### src/rtl/dcache_mem_req_arbiter.sv
// Round-robin arbiter that funnels DCache miss-handler requests onto one memory port,
// holding each request until memory accepts it and throttling reads on outstanding count.
module dcache_mem_req_arbiter #(
    parameter  int NUM_REQ    = 4,
    parameter  int ADDR_W     = 32,
    parameter  int LINE_W     = 128,
    parameter  int SERIAL_W   = 4,
    parameter  int MAX_RD_OUT = 4,
    localparam int CNT_W      = $clog2(MAX_RD_OUT + 1),
    localparam int IDX_W      = (NUM_REQ > 1) ? $clog2(NUM_REQ) : 1
) (
    input  logic                         clk,
    input  logic                         rst,
    input  logic [NUM_REQ-1:0]           req,
    input  logic [NUM_REQ-1:0]           reqIsWrite,
    input  logic [NUM_REQ*ADDR_W-1:0]    reqAddr,
    input  logic [NUM_REQ*LINE_W-1:0]    reqData,
    input  logic                         dcFlushing,
    output logic [NUM_REQ-1:0]           grant,
    output logic [SERIAL_W-1:0]          grantSerial,
    output logic                         memValid,
    output logic                         memWE,
    output logic [ADDR_W-1:0]            memAddr,
    output logic [LINE_W-1:0]            memData,
    input  logic                         memReqAck,
    input  logic [SERIAL_W-1:0]          memSerial,
    input  logic [SERIAL_W-1:0]          memWSerial,
    input  logic                         rdRspValid,
    output logic [CNT_W-1:0]             rdOutstanding,
    output logic                         rdFull
);

    typedef enum logic {
        IDLE,
        HOLD
    } state_t;

    state_t              r_state;
    state_t              w_nextState;
    logic [IDX_W-1:0]    r_rrPtr;
    logic [IDX_W-1:0]    r_sel;
    logic                r_memWE;
    logic [ADDR_W-1:0]   r_memAddr;
    logic [LINE_W-1:0]   r_memData;
    logic [CNT_W-1:0]    r_rdCnt;

    logic [NUM_REQ-1:0]  w_eligible;
    logic [NUM_REQ-1:0]  w_eligWrite;
    logic [NUM_REQ-1:0]  w_cand;
    logic                w_found;
    logic [IDX_W-1:0]    w_pick;
    int                  w_scanIdx;
    logic                w_ackNow;
    logic                w_rdInc;
    logic [IDX_W-1:0]    w_nextPtr;

    assign rdFull        = (r_rdCnt == CNT_W'(MAX_RD_OUT));
    assign rdOutstanding = r_rdCnt;
    assign memValid      = (r_state == HOLD);
    assign memWE         = r_memWE;
    assign memAddr       = r_memAddr;
    assign memData       = r_memData;

    // During a flush only writes compete, unless no write is eligible at all.
    assign w_eligible  = req & (reqIsWrite | {NUM_REQ{~rdFull}});
    assign w_eligWrite = w_eligible & reqIsWrite;
    assign w_cand      = (dcFlushing && (|w_eligWrite)) ? w_eligWrite : w_eligible;

    // Scan from the highest offset down so the candidate nearest rrPtr is assigned last.
    always_comb begin
        w_found   = 1'b0;
        w_pick    = '0;
        w_scanIdx = 0;
        for (int k = NUM_REQ - 1; k >= 0; k--) begin
            w_scanIdx = int'(r_rrPtr) + k;
            if (w_scanIdx >= NUM_REQ) begin
                w_scanIdx = w_scanIdx - NUM_REQ;
            end
            if (w_cand[w_scanIdx]) begin
                w_found = 1'b1;
                w_pick  = IDX_W'(w_scanIdx);
            end
        end
    end

    // A reset arriving together with an ack swallows the ack.
    assign w_ackNow  = (r_state == HOLD) && memReqAck && !rst;
    assign w_rdInc   = w_ackNow && !r_memWE;
    assign w_nextPtr = (r_sel == IDX_W'(NUM_REQ - 1)) ? '0 : r_sel + 1'b1;

    always_comb begin
        w_nextState = r_state;
        grant       = '0;
        grantSerial = '0;
        case (r_state)
            IDLE: begin
                if (w_found) begin
                    w_nextState = HOLD;
                end
            end
            HOLD: begin
                if (w_ackNow) begin
                    grant[r_sel] = 1'b1;
                    grantSerial  = r_memWE ? memWSerial : memSerial;
                    w_nextState  = IDLE;
                end
            end
            default: w_nextState = IDLE;
        endcase
    end

    always_ff @(posedge clk) begin
        if (rst) begin
            r_state   <= IDLE;
            r_rrPtr   <= '0;
            r_sel     <= '0;
            r_memWE   <= 1'b0;
            r_memAddr <= '0;
            r_memData <= '0;
            r_rdCnt   <= '0;
        end else begin
            r_state <= w_nextState;
            if (r_state == IDLE && w_found) begin
                r_sel     <= w_pick;
                r_memWE   <= reqIsWrite[w_pick];
                r_memAddr <= reqAddr[w_pick*ADDR_W +: ADDR_W];
                r_memData <= reqData[w_pick*LINE_W +: LINE_W];
            end
            if (w_ackNow) begin
                r_rrPtr <= w_nextPtr;
            end
            if (w_rdInc && !rdRspValid) begin
                r_rdCnt <= r_rdCnt + 1'b1;
            end else if (!w_rdInc && rdRspValid && r_rdCnt != '0) begin
                r_rdCnt <= r_rdCnt - 1'b1;
            end
        end
    end

endmodule

### config.mk
export PLATFORM = sky130hd
export DESIGN_NAME = dcache_mem_req_arbiter
export DESIGN_NICKNAME = d
export VERILOG_FILES = /design/src/rtl/dcache_mem_req_arbiter.sv
export SDC_FILE = /design/constraint.sdc
export NUM_CORES = 1
export LEC_CHECK = 0
export CAP_MARGIN = 10
export CORE_AREA = 2 2 323 325
export CTS_CLUSTER_SIZE = 30
export DETAILED_ROUTE_END_ITERATION = 6
export DIE_AREA = 0 0 325 327
export SYNTH_ARGS = -nofsm -noshare
export SYNTH_HDL_FRONTEND = slang
export SYNTH_SLANG_ARGS = --single-unit
export TNS_END_PERCENT = 1
### constraint.sdc
create_clock -name clk -period 3.16 [get_ports clk]
set_clock_uncertainty 0.05 [all_clocks]
set_input_delay 0.316 -clock clk [delete_from_list [all_inputs] [get_ports clk]]
set_output_delay 0.316 -clock clk [all_outputs]
set_load 0.05 [all_outputs]
==> results.yml <==
setup_path:
  cp-end-kind: "flop"
  cp-startpoint: "rdOutstanding[2]"
  critPathRequiredTime_ns: 3.50
  reg2reg_from: "rdOutstanding[2]"
  start_kind: "flop"
  critPathKind: "reg2reg"
  worstPathArrival_ns: 3.33
  critPathMaxFanout: 40
pwr:
  combPwrFrac_pct: 49.9
  power_frac_clock_pct: 22.7
  p_int_w: 0.00581
  power_density_nw_per_um2: 465
  p_sw_w: 0.00414
  switching_share_pct: 41.6
  seq_power_share_pct: 27.4
  leakagePower_nw: 7.35
  ir_worst_vdd_v: 0.000302
cts:
  cts_resized: 0
  clkTransAtPathRegs_ns: 0.09
  root_buffer: "clkbuf_16"
  clockBufferDepth: 2
  cts_buffers: 17
  h-tree-depth: 4
  worst_skew_pair.late_latency_ns: 0.50
  cts_setup_buffers: 0
  clock_sink_count: 169
  holdBufCountCts: 0
  cts_tree: "yes"
die:
  core-area_sq_um: 103000
  die_h_um: 327
  initial_core_util_pct: 10.3
  ios: 835
  rows: 118
  dieWidth_um: 325
  design.die.area_sq_um: 106000
synthesis:
  seq_area_frac_synth_pct: 31.8
  syn_nets: 1662
  syn_area_sq_um: 10600
  avgSynthCellArea_sq_um: 10.7
  ys_ff_latch: 169
  syn-instance-count: 996
  synth-main-ff-cell: "dfxtp_1"
  synthArstFlopShare_pct: 0
  synth_area_leaders: "dfxtp_1 32%, mux2i_1 31%, o221ai_2 14%"
  synth_cell_types: 48
  synth-edff-count: 0
  yosys_warnings: 0
  synth_top_area_share_pct: 31.8
  yosysTopAreaCell: "dfxtp_1"
outcome:
  status: "finished clean"
placed_design:
  pre_cts_ws_ns: -0.0646
  portBuffers: 834
  dp.cells: 3185
  routabilityCongestion: 0.834
  dpl.hpwl_um: 66500
timing:
  period_needed_ns: 2.99
  slew_headroom_pct: 48.7
  finalCritPeriodShare_pct: 94.5
  worst_pin_slew_ns: 0.766
  hold_viol: 0
  drv_slew: 0
  rsz0062_at_grt: "false"
  setup_violations: 0
  max_freq_mhz: 335
  fin_ws_ns: 0.173
global_routing:
  grt_pass1_wl_um: 102000
  grt_pass1_vias: 12100
  grt_usage_pct: 14.0
  grt_overflow: 0
  antenna_found_initial: 39
  grt_max_degree: 72
drt:
  drtIter0Drc: 456
  vias_per_cell: 3.59
  drtPass1Iterations: 7
  ant_nets: 0
  vias: 11600
  wl_um: 77100
  wl_per_cell_um: 23.9
  drc: 0
cells_and_area:
  utilization_pct: 20.8
  syn_to_final_growth_pct: 101
  final_cells: 3227
  drive_gt1_share_pct: 11.6
  final_nets: 2490
flow_run:
  maxCapViolCount: 0
worst_hold_path:
  hold_start: "memReqAck"
  hold_class: "in2reg"
## state kept, by name, summed over array words and instances, names as in the netlist
name	count
memAddr	32
memWE	1
r_rrPtr	2
memData	128
r_sel	2
memValid	1
rdOutstanding	3
## layer usage
metal | vias up | GRT usage, % | share of wire (%)
li1 | 5489 | - | -
met3 | 100 | 5.70 | 8.2
met2 | 551 | 23.6 | 48
met5 | - | 0 | 0.18
met4 | 22 | 4.15 | 1.9
met1 | 5426 | 16.3 | 41
## cell usage after synthesis, types with 2 or more instances
library cell / count
buf_6: 42
o21ai_0: 2
clkbuf_4: 2
o221ai_1: 59
nand2_1: 165
o221ai_2: 101
or3_1: 2
nor2_1: 17
mux2i_1: 325
ha_1: 4
or2_2: 2
clkbuf_1: 15
a22oi_2: 2
and2_1: 5
buf_4: 11
a21oi_1: 7
o21ai_1: 2
a211oi_1: 2
o21ai_2: 2
nor3_1: 4
nand2b_1: 4
dfxtp_1: 169
inv_1: 7
buf_2: 21
## final timing paths
path / slack [ns] / cells after the start / endpoint
setup reg to reg: 0.17 / 9 / memAddr[6]
hold / removal: 0.37 / 2 / memValid
hold reg to reg: 0.42 / 2 / memData[12]
setup / recovery: 0.17 / 9 / memAddr[6]
## cell families (layout without fill, tap and decap cells)
group,Yosys count,count (layout),synth area share [%]
AO/OA/AOI/OAI,193,193,21.8
other,0,10,0
adder cells (fa/ha/maj),5,5,0.659
XOR/XNOR,1,1,0.0824
buffers and inverters,98,939,7.14
flip-flops,169,169,31.8
AND/OR/NAND/NOR,205,205,7.87
multiplexers,325,325,30.6
## critical path, stage by stage, from the launching register on
cell and delay [ns]:
dfxtp_1 0.41, or3b_4 0.46, o21ai_2 0.18, a31oi_4 0.08, o21ai_1 0.23, o311a_4 0.30, buf_12 0.16, buf_12 0.27
mux2i_1 0.53, o221ai_2 0.14
## cells in the final DEF (no fill, tap or decap), drive strengths merged, types with 10 or more instances in the layout
cell type / count
clkbuf: 21
dfxtp: 169
o221ai: 160
nand2: 166
inv: 10
buf: 66
diode: 10
mux2i: 325
clkdlybuf4s50: 834
nor2: 18
## final cells by class
class / instances / area (sq um)
fillers: 11400 / 81500
repair buffers: 900 / 9160
multi-input cells: 729 / 6520
flip-flops and latches: 169 / 3380
well taps: 1380 / 1730
clock buffers: 21 / 450
clock inverters: 11 / 114
inverters: 7 / 26.3
diodes: 10 / 25.0
## through the flow
stage | instance area [sq um] | power (W) | setup TNS [ns] | hold WS [ns]
floorplan | 10600 | 0.00555 | 0 | 0.366
global placement | 20800 | 0.00777 | -0.111 | 0.394
detailed placement | 20800 | 0.00777 | -0.172 | 0.398
CTS | 21400 | 0.0101 | 0 | 0.295
global route | 21400 | 0.0104 | 0 | 0.349
finish | 21400 | 0.00995 | 0 | 0.370
## power groups by stage
| stage | clock, W | combinational, W | sequential (W) |
|---|---|---|---|
| after CTS | 0.00239 | 0.00502 | 0.00273 |
| after global routing | 0.00243 | 0.00522 | 0.00277 |
| final | 0.00226 | 0.00496 | 0.00273 |
| after detailed placement | 0 | 0.00500 | 0.00277 |
| after global placement | 0 | 0.00500 | 0.00277 |
| after floorplan | 0 | 0.00163 | 0.00392 |
No activity file was read; power rests on OpenSTA's default activity.
